$ cat src/rtl/spi_pkg.sv
// Shared types and helpers for the parametrised SPI master.
package spi_pkg;

    // Transfer sequencing: chip-select setup, bit shifting, chip-select hold.
    typedef enum logic [1:0] {
        IDLE,
        SETUP,
        XFER,
        HOLD
    } spi_state_t;

    // Number of bits needed to hold values 0..maxCount.
    function automatic int cntWidth(input int maxCount);
        return $clog2(maxCount + 1);
    endfunction

endpackage

$ cat src/rtl/spi_tick_gen.sv
// Half-period timebase: one-cycle tick every CLK_DIV clk cycles while enabled.
module spi_tick_gen
    import spi_pkg::*;
#(
    parameter int CLK_DIV = 50
) (
    input  logic clk,
    input  logic rst,
    input  logic en,
    output logic tick
);

    localparam int CNT_W = cntWidth(CLK_DIV);
    localparam logic [CNT_W-1:0] LAST_COUNT = CNT_W'(CLK_DIV - 1);

    logic [CNT_W-1:0] count_q;

    // Count clk cycles within a half-period; held at zero while disabled so the
    // first half-period after enabling is always full length.
    always_ff @(posedge clk or posedge rst) begin
        if (rst) begin
            count_q <= '0;
        end else if (!en || (count_q == LAST_COUNT)) begin
            count_q <= '0;
        end else begin
            count_q <= count_q + 1'b1;
        end
    end

    assign tick = en && (count_q == LAST_COUNT);

endmodule

$ cat src/rtl/spi_master_param.sv
// Parametrised full-duplex SPI master: one word per request, received word
// returned with a single-cycle done pulse. sclk is a registered data output.
module spi_master_param
    import spi_pkg::*;
#(
    parameter int DATA_WIDTH = 12,
    parameter int CLK_DIV    = 50,
    parameter int CPOL       = 0,
    parameter int CPHA       = 0,
    parameter int MSB_FIRST  = 1
) (
    input  logic                  clk,
    input  logic                  rst,
    input  logic                  new_data,
    input  logic [DATA_WIDTH-1:0] data_in,
    output logic                  ready,
    output logic [DATA_WIDTH-1:0] data_out,
    output logic                  done,
    output logic                  sclk,
    output logic                  cs,
    output logic                  mosi,
    input  logic                  miso
);

    localparam int EDGE_W = cntWidth(2 * DATA_WIDTH);
    localparam logic [EDGE_W-1:0] LAST_EDGE = EDGE_W'(2 * DATA_WIDTH - 1);
    localparam logic IDLE_SCLK = (CPOL != 0);
    localparam logic CPHA1     = (CPHA != 0);
    localparam logic MSB_FIRST_B = (MSB_FIRST != 0);

    spi_state_t            state_q;
    logic [DATA_WIDTH-1:0] txShift_q;
    logic [DATA_WIDTH-1:0] rxShift_q;
    logic [EDGE_W-1:0]     edgeCnt_q;
    logic                  sclk_q;
    logic                  cs_q;
    logic                  mosi_q;
    logic                  done_q;
    logic [DATA_WIDTH-1:0] dataOut_q;

    logic [DATA_WIDTH-1:0] txShift_d;
    logic [DATA_WIDTH-1:0] rxShift_d;
    logic                  leadingEdge;
    logic                  lastEdge;
    logic                  sampleEdge;
    logic                  shiftEdge;
    logic                  firstBitIn;
    logic                  txFirstBit;
    logic                  txNextBit;
    logic                  tick;

    // The divider only runs while a transfer is in progress.
    spi_tick_gen #(
        .CLK_DIV(CLK_DIV)
    ) u_tick_gen (
        .clk (clk),
        .rst (rst),
        .en  (state_q != IDLE),
        .tick(tick)
    );

    // Shift-direction and edge-role decoding shared by the FSM.
    always_comb begin
        if (MSB_FIRST_B) begin
            txShift_d  = {txShift_q[DATA_WIDTH-2:0], 1'b0};
            rxShift_d  = {rxShift_q[DATA_WIDTH-2:0], miso};
            firstBitIn = data_in[DATA_WIDTH-1];
            txFirstBit = txShift_q[DATA_WIDTH-1];
            txNextBit  = txShift_q[DATA_WIDTH-2];
        end else begin
            txShift_d  = {1'b0, txShift_q[DATA_WIDTH-1:1]};
            rxShift_d  = {miso, rxShift_q[DATA_WIDTH-1:1]};
            firstBitIn = data_in[0];
            txFirstBit = txShift_q[0];
            txNextBit  = txShift_q[1];
        end
        // Edge counter is even before a leading edge and odd before a trailing edge.
        leadingEdge = ~edgeCnt_q[0];
        lastEdge    = (edgeCnt_q == LAST_EDGE);
        sampleEdge  = CPHA1 ? ~leadingEdge : leadingEdge;
        // With CPHA=0 the final trailing edge does not shift, so mosi keeps the last bit through HOLD.
        shiftEdge   = CPHA1 ? leadingEdge : (~leadingEdge && ~lastEdge);
    end

    // Transfer sequencer with registered SPI pins, done pulse and received word.
    always_ff @(posedge clk or posedge rst) begin
        if (rst) begin
            state_q   <= IDLE;
            txShift_q <= '0;
            rxShift_q <= '0;
            edgeCnt_q <= '0;
            sclk_q    <= IDLE_SCLK;
            cs_q      <= 1'b1;
            mosi_q    <= 1'b0;
            done_q    <= 1'b0;
            dataOut_q <= '0;
        end else begin
            done_q <= 1'b0;
            case (state_q)
                IDLE: begin
                    if (new_data && ready) begin
                        txShift_q <= data_in;
                        rxShift_q <= '0;
                        edgeCnt_q <= '0;
                        cs_q      <= 1'b0;
                        mosi_q    <= CPHA1 ? 1'b0 : firstBitIn;
                        state_q   <= SETUP;
                    end
                end
                SETUP: begin
                    if (tick) begin
                        state_q <= XFER;
                    end
                end
                XFER: begin
                    if (tick) begin
                        sclk_q    <= lastEdge ? IDLE_SCLK : ~sclk_q;
                        edgeCnt_q <= edgeCnt_q + 1'b1;
                        if (sampleEdge) begin
                            rxShift_q <= rxShift_d;
                        end
                        if (shiftEdge) begin
                            txShift_q <= txShift_d;
                            mosi_q    <= CPHA1 ? txFirstBit : txNextBit;
                        end
                        if (lastEdge) begin
                            state_q <= HOLD;
                        end
                    end
                end
                HOLD: begin
                    if (tick) begin
                        cs_q      <= 1'b1;
                        mosi_q    <= 1'b0;
                        dataOut_q <= rxShift_q;
                        done_q    <= 1'b1;
                        state_q   <= IDLE;
                    end
                end
                default: begin
                    state_q <= IDLE;
                end
            endcase
        end
    end

    assign ready    = (state_q == IDLE);
    assign data_out = dataOut_q;
    assign done     = done_q;
    assign sclk     = sclk_q;
    assign cs       = cs_q;
    assign mosi     = mosi_q;

endmodule
$ cat config.mk
export PLATFORM = sky130hd
export DESIGN_NAME = spi_master_param
export DESIGN_NICKNAME = d
export VERILOG_FILES = /design/src/rtl/spi_pkg.sv /design/src/rtl/spi_tick_gen.sv /design/src/rtl/spi_master_param.sv
export SDC_FILE = /design/constraint.sdc
export NUM_CORES = 1
export LEC_CHECK = 0
export ABC_AREA = 1
export ABC_CLOCK_PERIOD_IN_PS = 2100
export BUFFER_PORTS_ARGS = -buffer_cell sky130_fd_sc_hd__buf_4
export CORE_ASPECT_RATIO = 1.75
export CORE_MARGIN = 2
export CORE_UTILIZATION = 47
export DETAILED_ROUTE_END_ITERATION = 7
export HOLD_SLACK_MARGIN = 0.03
export PLACE_DENSITY = 0.75
export SYNTH_ARGS = -nofsm -noshare
export SYNTH_HDL_FRONTEND = slang
export SYNTH_SLANG_ARGS = --single-unit
$ cat constraint.sdc
create_clock -name clk -period 2.1 [get_ports clk]
set_input_delay 0.105 -clock clk [delete_from_list [all_inputs] [get_ports clk]]
set_output_delay 0.105 -clock clk [all_outputs]
set_load 0.02 [all_outputs]
==> results of run 1 <==
## sequential cells by signal, indices dropped and copies added, names as in the netlist, 2 cells and up
register and cells:
data_out 12, edgeCnt_q 5, rxShift_q 12, state_q 2, txShift_q 11, u_tick_gen.count_q 6
## what timing repair did
item / CTS / global route
setup endpoints to repair: 0 / 11
hold buffers: 2 / 0
resized for setup: 0 / 1
endpoints found under the hold margin: 52 / 0
## final cells by class
class                   count  area, µm²  area share, %
repair buffers             40        305           10.3
flip-flops and latches     52       1300           44.0
multi-input cells         226       1090           36.8
clock inverters             2       38.8           1.31
inverters                  19       71.3           2.41
clock buffers               6       82.6           2.79
well taps                  55       68.8           2.33
## power groups by stage
| stage | Sequential, mW | Combinational, mW | Clock (mW) |
|---|---|---|---|
| final | 1.27 | 1.12 | 0.728 |
| after global placement | 1.29 | 1.09 | 0 |
| after detailed placement | 1.29 | 1.11 | 0 |
| after floorplan | 1.27 | 0.867 | 0 |
| after CTS | 1.27 | 1.12 | 0.742 |
| after global routing | 1.29 | 1.28 | 0.780 |
## worst min-delay path by stage
stage                     from      endpoint  slack [ps]  depth (start not counted)
finish              data_in[0]  txShift_q[0]          60                          3
global route        data_in[0]  txShift_q[0]          80                          3
CTS                 data_in[0]  txShift_q[0]          60                          3
detailed placement        miso  rxShift_q[0]         310                          3
global placement          miso  rxShift_q[0]         310                          3
floorplan                 miso  rxShift_q[0]         220                          2
## kinds of logic (layout without fill, tap and decap cells)
| family | Yosys count | after routing | share of synthesized area (%) |
|---|---|---|---|
| buf+inv | 32 | 67 | 6.24 |
| flops | 52 | 52 | 51.2 |
| simple gates | 207 | 207 | 36.1 |
| fa+ha+maj | 8 | 8 | 3.93 |
| compound gates | 9 | 9 | 1.87 |
| xor+xnor | 2 | 2 | 0.688 |
## worst register-to-register path: stages, from the launching register on
cell and delay [ps]:
dfrtp_1 430, inv_1 120, ha_1 430, inv_2 180, nand3_2 290, nand2_2 160, nand2_1 80, o21ai_0 70
## synthesized netlist by cell type, types with 3 or more instances
library cell / instances
ha_1: 8
inv_1: 15
buf_2: 7
inv_2: 4
o21ai_0: 6
nand3_1: 23
buf_4: 4
nand2_1: 141
dfrtp_1: 51
nor3_1: 3
nor2_1: 14
nand4_1: 16
nand2_2: 3
## routing by layer
layer | share of wire, % | GRT usage, % | up-vias
met2 | 53 | 33.2 | 32
met3 | 2.7 | 2.68 | 7
met5 | 0 | 0 | -
li1 | - | - | 1051
met4 | 1.6 | 7.35 | 0
met1 | 43 | 22.3 | 989
## stage by stage
step / hold WS [ps] / instance area [µm²] / total power [mW] / instances / setup slack (ps)
after floorplan: 222 / 2550 / 2.14 / 310 / 470
after global placement: 310 / 2810 / 2.38 / 390 / 223
after detailed placement: 312 / 2810 / 2.41 / 390 / 189
after CTS: 60.4 / 2950 / 3.14 / 400 / 168
after global routing: 80.4 / 2960 / 3.35 / 400 / 68.7
final: 57.5 / 2960 / 3.12 / 400 / 228
==> impl_metrics.toml, run 1 <==
[outcome]
status = "complete, no violations"

[worst_hold_path]
holdCritPathClass = "primary input to flop"

[detailed_routing]
firstDrtPassIters = 4
vias = 2079
drc = 0
drt-total-wl_um = 5120
vias_per_cell = 5.20
drt_iter0_markers = 118
wl_per_cell_um = 12.8
detail-route-antenna-nets = 0

[clock_tree]
cts_tree = "done"
clockRootBuffer = "clkbuf_8"
post-cts-setup-buffers = 0
clk_latency_ps = 310
numCtsBuffers = 5
h-tree-depth = 2
clk_pin_slew_worst_paths_ps = 100
cts_sinks = 52
clk_path_buf_depth = 2

[floorplanning]
die_x_um = 59.6
start_util_pct = 48.5
core_um2 = 5260
fp-row-count = 35
die_area_um2 = 6050
dieHeight_um = 101
ios = 33

[final_layout]
drive_gt1_share_pct = 18.0
mostFrequentLayoutCell = "nand2_1"
n_antenna_cell = 0
synthToLayoutAreaGrowth_pct = 16.2
final_util_pct = 56.3
fillers = 486
nNetsFinal = 368
layout_common_cells = "nand2_1 (141), dfrtp_1 (51), buf_4 (38), nand3_1 (22), nand4_1 (16)"

[critical_path]
crit_path_end_kind = "flop"
r2r_end = "edgeCnt_q[4]"
crit_type = "flop to flop"
crit_required_ps = 2300
setup.worst_path.start_class = "flop"
cp_num_cells = 7
slowest_delay_ps = 430
startpoint = "state_q[0]"
cp_cell_sequence = "inv_1 > ha_1 > inv_2 > nand3_2 > nand2_2 > nand2_1 > o21ai_0"
slowest_stage = "dfrtp_1"
critPathBufInv = 2
reg2reg_depth = 7
rrSetupSlack_ps = 230
worst-path-max-fanout = 15
crit_family = "simple AND/OR/NAND/NOR gates"
crit_end = "edgeCnt_q[4]"
arrival_ps = 2070
worstReg2RegStart = "state_q[0]"

[timing]
fin_crit_ps = 1870
relSlewSlack_pct = 55.0
fmax_ghz = 0.534
final.setup.tns_ps = 0
drv_slew = 0
worst_pin_slew_ps = 674
rsz0062_at_grt = "no"
fin_crit_sh_pct = 89.1
hold_viol = 0
finalSetupViolations = 0
fin_skew_ps = 14.8

[synth]
synthCells = 310
synth.area.top_cells = "dfrtp_1 (50%), nand2_1 (21%), nand3_1 (4.5%)"
synth_top_area_cell = "dfrtp_1"
ys_seq_area_share_pct = 51.2
synth_top_cell_area_share_pct = 50.1
ys_seq_elements = 52
ys_types = 25
synth_edf_count = 0
yosys_most_used_dff = "dfrtp_1"
ys_warn_count = 0
syn_avg_cell_area_um2 = 8.21
syn_nets = 334
async_flop_share_pct = 100
syn_area_um2 = 2550

[placed_design]
port_buffers = 32
hpwl_um = 3540
gp_congestion = 0.834

[power]
pwr-share-comb_pct = 35.8
leakage_nw = 1.65
switching_share_pct = 38.1
worst_ir_drop_vdd_v = 0.000446
seqPwrFrac_pct = 40.9
power_frac_clock_pct = 23.4
power_switching_mw = 1.19
p_per_area_nw_per_um2 = 1050
p_int_mw = 1.93

[grt]
grtUsageTotal_pct = 18.8
grt_pass1_vias = 2067
grt_pass1_wl_um = 8910
grt_max_degree = 53
antenna_found_initial = 0
gr-total-overflow = 0

[flow_run]
max_cap_violations = 0
Power figures use the tool's default switching activity.
==> run 2, diff against run 1 <==
--- a/config.mk
+++ b/config.mk
@@ -8,12 +8,13 @@
 export ABC_AREA = 1
 export ABC_CLOCK_PERIOD_IN_PS = 2100
 export BUFFER_PORTS_ARGS = -buffer_cell sky130_fd_sc_hd__buf_4
-export CORE_ASPECT_RATIO = 1.75
 export CORE_MARGIN = 2
 export CORE_UTILIZATION = 47
 export DETAILED_ROUTE_END_ITERATION = 7
 export HOLD_SLACK_MARGIN = 0.03
 export PLACE_DENSITY = 0.75
+export RECOVER_POWER = 25
 export SYNTH_ARGS = -nofsm -noshare
 export SYNTH_HDL_FRONTEND = slang
+export SYNTH_HIERARCHICAL = 1
 export SYNTH_SLANG_ARGS = --single-unit
==> impl_metrics.toml, run 2 <==
[final_layout]
mostFrequentLayoutCell = "nand2_1"
n_antenna_cell = 0
fillers = 497
synthToLayoutAreaGrowth_pct = 15.5
multiInputGateArea_um2 = 1050
final_area_um2 = 2910
layout_common_cells = "nand2_1 (143), dfrtp_1 (51), buf_4 (28), nand3_1 (23), inv_1 (18)"
final_cells = 416
seqCellArea_um2 = 1300
nNetsFinal = 368
drive_gt1_share_pct = 15.3

[synth]
synth_top_cell_area_share_pct = 50.7
ys_seq_area_share_pct = 51.7
synth_most_common_cell = "nand2_1"
synth_common_cells = "nand2_1 (144), dfrtp_1 (51), nand3_1 (23), inv_1 (19), nand4_1 (14)"
synth.area.top_cells = "dfrtp_1 (51%), nand2_1 (21%), nand3_1 (4.6%)"
syn_area_um2 = 2520
ys_warn_count = 6
syn_nets = 332
synthCells = 309
synth_top_area_cell = "dfrtp_1"
ys_types = 26
yosys_most_used_dff = "dfrtp_1"
syn_avg_cell_area_um2 = 8.15
async_flop_share_pct = 100
ys_seq_elements = 52
synth_edf_count = 0

[power]
leakage_nw = 1.59
switching_share_pct = 42.6
seqPwrFrac_pct = 39.6
p_per_area_nw_per_um2 = 1150
power_frac_clock_pct = 17.0
power_switching_mw = 1.42
worst_ir_drop_vdd_v = 0.000537
pwr-share-comb_pct = 43.4
p_int_mw = 1.92

[placed_design]
gp_congestion = 0.800
place_area_um2 = 2810
hpwl_um = 3390
port_buffers = 32
place_inst = 404

[critical_path]
rrSetupSlack_ps = 240
crit_required_ps = 2340
path_common_cell = "inv_1"
crit_family = "buffers and inverters"
arrival_ps = 2100
worst-path-max-fanout = 15
slowest_stage = "dfrtp_1"
cp_cell_sequence = "inv_1 > ha_2 > inv_2 > inv_1 > nor2_1 > inv_1 > nand2_2 > nand3_4 > inv_8 > buf_6 > nand4_1 > nand2_1"
setup.worst_path.start_class = "flop"
r2r_end = "rxShift_q[11]"
crit_type = "flop to flop"
cp_num_cells = 12
reg2reg_depth = 12
crit_path_end_kind = "flop"
critPathBufInv = 6
worstReg2RegStart = "state_q[1]"
slowest_delay_ps = 400

[clock_tree]
clockRootBuffer = "clkbuf_8"
cts_tree = "done"
cts_sinks = 52
clk_pin_slew_worst_paths_ps = 100
numCtsBuffers = 5
clk_latency_ps = 310
h-tree-depth = 2
clk_path_buf_depth = 2

[worst_hold_path]
holdCritPathClass = "primary input to flop"
hp-start = "miso"
worstHoldEndpoint = "rxShift_q[0]"
min_path_cells = 3

[grt]
grtUsageTotal_pct = 17.8
antenna_found_initial = 0
grt_max_degree = 47
gr-total-overflow = 0
grt_pass1_vias = 1852
grt_pass1_wl_um = 8450

[detailed_routing]
vias_per_cell = 4.95
firstDrtPassIters = 4
drt_iter0_markers = 118
drt-total-wl_um = 4880
vias = 2061
drc = 0
wl_per_cell_um = 11.7
detail-route-antenna-nets = 0

[timing]
fin_skew_ps = 12.2
hold_viol = 0
drv_slew = 0
fin_crit_sh_pct = 88.4
fmax_ghz = 0.539
hold_slack_ps = 60.6
final.setup.tns_ps = 0
fin_crit_ps = 1860
worst_pin_slew_ps = 1100
rsz0062_at_grt = "no"
relSlewSlack_pct = 26.6
finalSetupViolations = 0

[floorplanning]
core_um2 = 5140
fp-row-count = 26
die_area_um2 = 5960
dieHeight_um = 77.2
start_util_pct = 49.0
ios = 33
die_x_um = 77.2

[flow_run]
max_cap_violations = 0

[outcome]
status = "complete, no violations"
## run 2: layer usage
layer	track usage [%]	wire length, µm	share of wire [%]
met2	27.9	2290	47
met4	5.36	62	1.3
met3	3.88	218	4.5
met5	0	0	0
met1	24.7	2300	47
## run 2: through the flow
step / power, mW / setup slack (ps) / util [%]
6_report: 3.34 / 244 / 56.5
4_1_cts: 3.29 / 58.4 / 56.5
3_5_place_dp: 2.71 / 91.9 / 54.6
2_1_floorplan: 2.49 / 210 / -
5_1_grt: 3.64 / 58.0 / 56.5
3_3_place_gp: 2.67 / 186 / 54.6
## run 2: tightest hold or removal path, delay by kind of cell
kind / cells / cell delay [ps]
buffers and inverters: 1 / 80
and+or+nand+nor: 2 / 160
## run 2: how the worst max path moves through the flow
stage                     startpoint       endpoint  slack [ps]
final                     state_q[1]  rxShift_q[11]         240
after global routing      state_q[1]   txShift_q[4]          60
after CTS                 state_q[0]  txShift_q[10]          60
after global placement    state_q[0]   txShift_q[3]         190
after floorplan           state_q[0]   txShift_q[0]         210
after detailed placement  state_q[0]   txShift_q[0]          90
## run 2: timing repair
item	CTS	global route
buffers inserted	0	3
resized for setup	0	6
setup endpoints to repair	0	25
hold buffers	1	0
endpoints found under the hold margin	51	0
## run 2: logic make-up (layout without fill, tap and decap cells)
family	Yosys count	after routing	synth area share (%)
AOI/OAI and AO/OA	11	11	2.73
DFF	52	52	51.7
and+or+nand+nor	201	201	34.1
xor gates and xnor gates	3	3	1.04
adders and majority gates	7	7	3.48
buffers and inverters	35	72	6.86
## run 2: area by class of cell
type                       count  area share, %
sequential                    52           44.8
multi-input combinational    222           36.3
timing repair buffer          42           9.56
inverter                      22           3.19
tap                           70           3.01
clock buffer                   5           2.37
clock inverter                 3          0.775
## run 2: power by group through the flow
stage	Clock [mW]	Combinational [mW]	Sequential (mW)
after CTS	0.589	1.37	1.33
final	0.568	1.45	1.33
after floorplan	0	1.17	1.33
after global routing	0.637	1.65	1.35
after global placement	0	1.33	1.34
after detailed placement	0	1.36	1.35
==> run 3, diff against run 2 <==
==> constraint.sdc (replaced) <==
create_clock -name clk -period 2.1 [get_ports clk]
set_input_delay 0.105 -clock clk [delete_from_list [all_inputs] [get_ports clk]]
set_output_delay 0.105 -clock clk [all_outputs]
set_load 0.005 [all_outputs]
==> impl_metrics.toml, run 3 (synthesis gave the netlist of run 2 again) <==
[timing]
relSlewSlack_pct = 27.1
fin_crit_sh_pct = 88.0
fin_skew_ps = 12.3
fin_crit_ps = 1850
finalSetupViolations = 0
hold_viol = 0
drv_slew = 0
rsz0062_at_grt = "no"
worst_pin_slew_ps = 1090
final.setup.tns_ps = 0
fmax_ghz = 0.541
hold_slack_ps = 63.6

[worst_hold_path]
hp-start = "miso"
holdCritPathClass = "primary input to flop"

[placed_design]
hpwl_um = 3390
gp_congestion = 0.800
port_buffers = 32

[clock_tree]
cts_tree = "done"
cts_sinks = 52
h-tree-depth = 2
clk_latency_ps = 310
numCtsBuffers = 5
clockRootBuffer = "clkbuf_8"
clk_pin_slew_worst_paths_ps = 100
clk_path_buf_depth = 2

[critical_path]
startpoint = "state_q[1]"
worstReg2RegStart = "state_q[1]"
worst-path-max-fanout = 15
arrival_ps = 2080
crit_path_end_kind = "flop"
crit_required_ps = 2340
setup.worst_path.start_class = "flop"
crit_type = "flop to flop"

[detailed_routing]
drt_iter0_markers = 134
firstDrtPassIters = 4
wl_per_cell_um = 11.7
drc = 0
detail-route-antenna-nets = 0
vias_per_cell = 4.92
vias = 2047
drt-total-wl_um = 4870

[power]
p_per_area_nw_per_um2 = 1130
seqPwrFrac_pct = 39.8
power_frac_clock_pct = 17.0
power_switching_mw = 1.40
p_int_mw = 1.93
switching_share_pct = 42.1
pwr-share-comb_pct = 43.1
worst_ir_drop_vdd_v = 0.000540
leakage_nw = 1.62

[grt]
antenna_found_initial = 0
grt_max_degree = 47
grt_pass1_vias = 1852
grt_pass1_wl_um = 8450
grtUsageTotal_pct = 17.8
gr-total-overflow = 0

[final_layout]
nNetsFinal = 368
fillers = 489
seqCellArea_um2 = 1300
layout_common_cells = "nand2_1 (143), dfrtp_1 (51), nand3_1 (23), buf_4 (23), inv_1 (18)"
mostFrequentLayoutCell = "nand2_1"
n_antenna_cell = 0
drive_gt1_share_pct = 18.2
synthToLayoutAreaGrowth_pct = 16.9
multiInputGateArea_um2 = 1050

[floorplanning]
die_area_um2 = 5960
die_x_um = 77.2
core_um2 = 5140
dieHeight_um = 77.2
fp-row-count = 26
ios = 33
start_util_pct = 49.0

[flow_run]
max_cap_violations = 0

[outcome]
status = "complete, no violations"
[run 3: cell types whose count changed in the layout (fill, tap and decap cells not counted), sizes merged]
cell	before	now
clkbuf	17	22
buf	29	24
[run 3: timing repair]
item,CTS,global route
setup buffers,0,3
hold endpoints to repair,51,0
resized for setup,0,6
setup endpoints to repair,0,25
hold buffers,1,0
[run 3: path summary, 6_finish.rpt]
kind                                    endpoint  slack, ps  depth (start not counted)
max                                rxShift_q[11]        250                         12
min                                 rxShift_q[0]         60                          3
max reg2reg                        rxShift_q[11]        250                         12
min reg2reg                                 mosi        480                          2
max in group asynchronous                   sclk        750                          4
min in group asynchronous  u_tick_gen/count_q[4]        250                          3
[run 3: layer usage]
metal | vias to the layer above | GRT usage, % | part of all wire [%]
met3 | 2 | 3.88 | 5.6
met5 | - | 0 | 0
li1 | 1037 | - | -
met2 | 52 | 27.9 | 47
met1 | 956 | 24.7 | 47
met4 | 0 | 5.36 | 0.60
[run 3: power by group through the flow]
| stage | clock [mW] | sequential, mW | combinational, mW |
|---|---|---|---|
| after global routing | 0.637 | 1.35 | 1.64 |
| after CTS | 0.589 | 1.33 | 1.34 |
| after detailed placement | 0 | 1.35 | 1.33 |
| after global placement | 0 | 1.34 | 1.30 |
| final | 0.567 | 1.33 | 1.43 |
| after floorplan | 0 | 1.32 | 1.15 |
[run 3: through the flow]
stage                     setup WS [ps]  std cells  utilization [%]  total power [mW]  area, µm²
after floorplan                     297        309                -              2.47       2520
after global placement              186        404             54.6              2.64       2810
after detailed placement           91.9        404             54.6              2.68       2810
after CTS                          58.4        413             56.5              3.26       2910
after global routing               58.0        416             57.3              3.62       2940
final                               253        416             57.3              3.33       2940
[run 3: layout make-up]
class,instances,share of cell area [%]
flip-flops and latches,52,44.2
multi-input cells,222,35.8
repair buffers,42,10.7
inverters,22,3.14
well taps,70,2.97
clock buffers,5,2.34
clock inverters,3,0.765
[run 3: critical path, cell delays in order (launching register included)]
cell	delay [ps]
dfrtp_1	400
inv_1	80
ha_2	200
inv_2	100
inv_1	60
nor2_1	140
inv_1	80
nand2_2	90
nand3_4	140
inv_8	130
buf_6	160
nand4_1	90
nand2_1	90
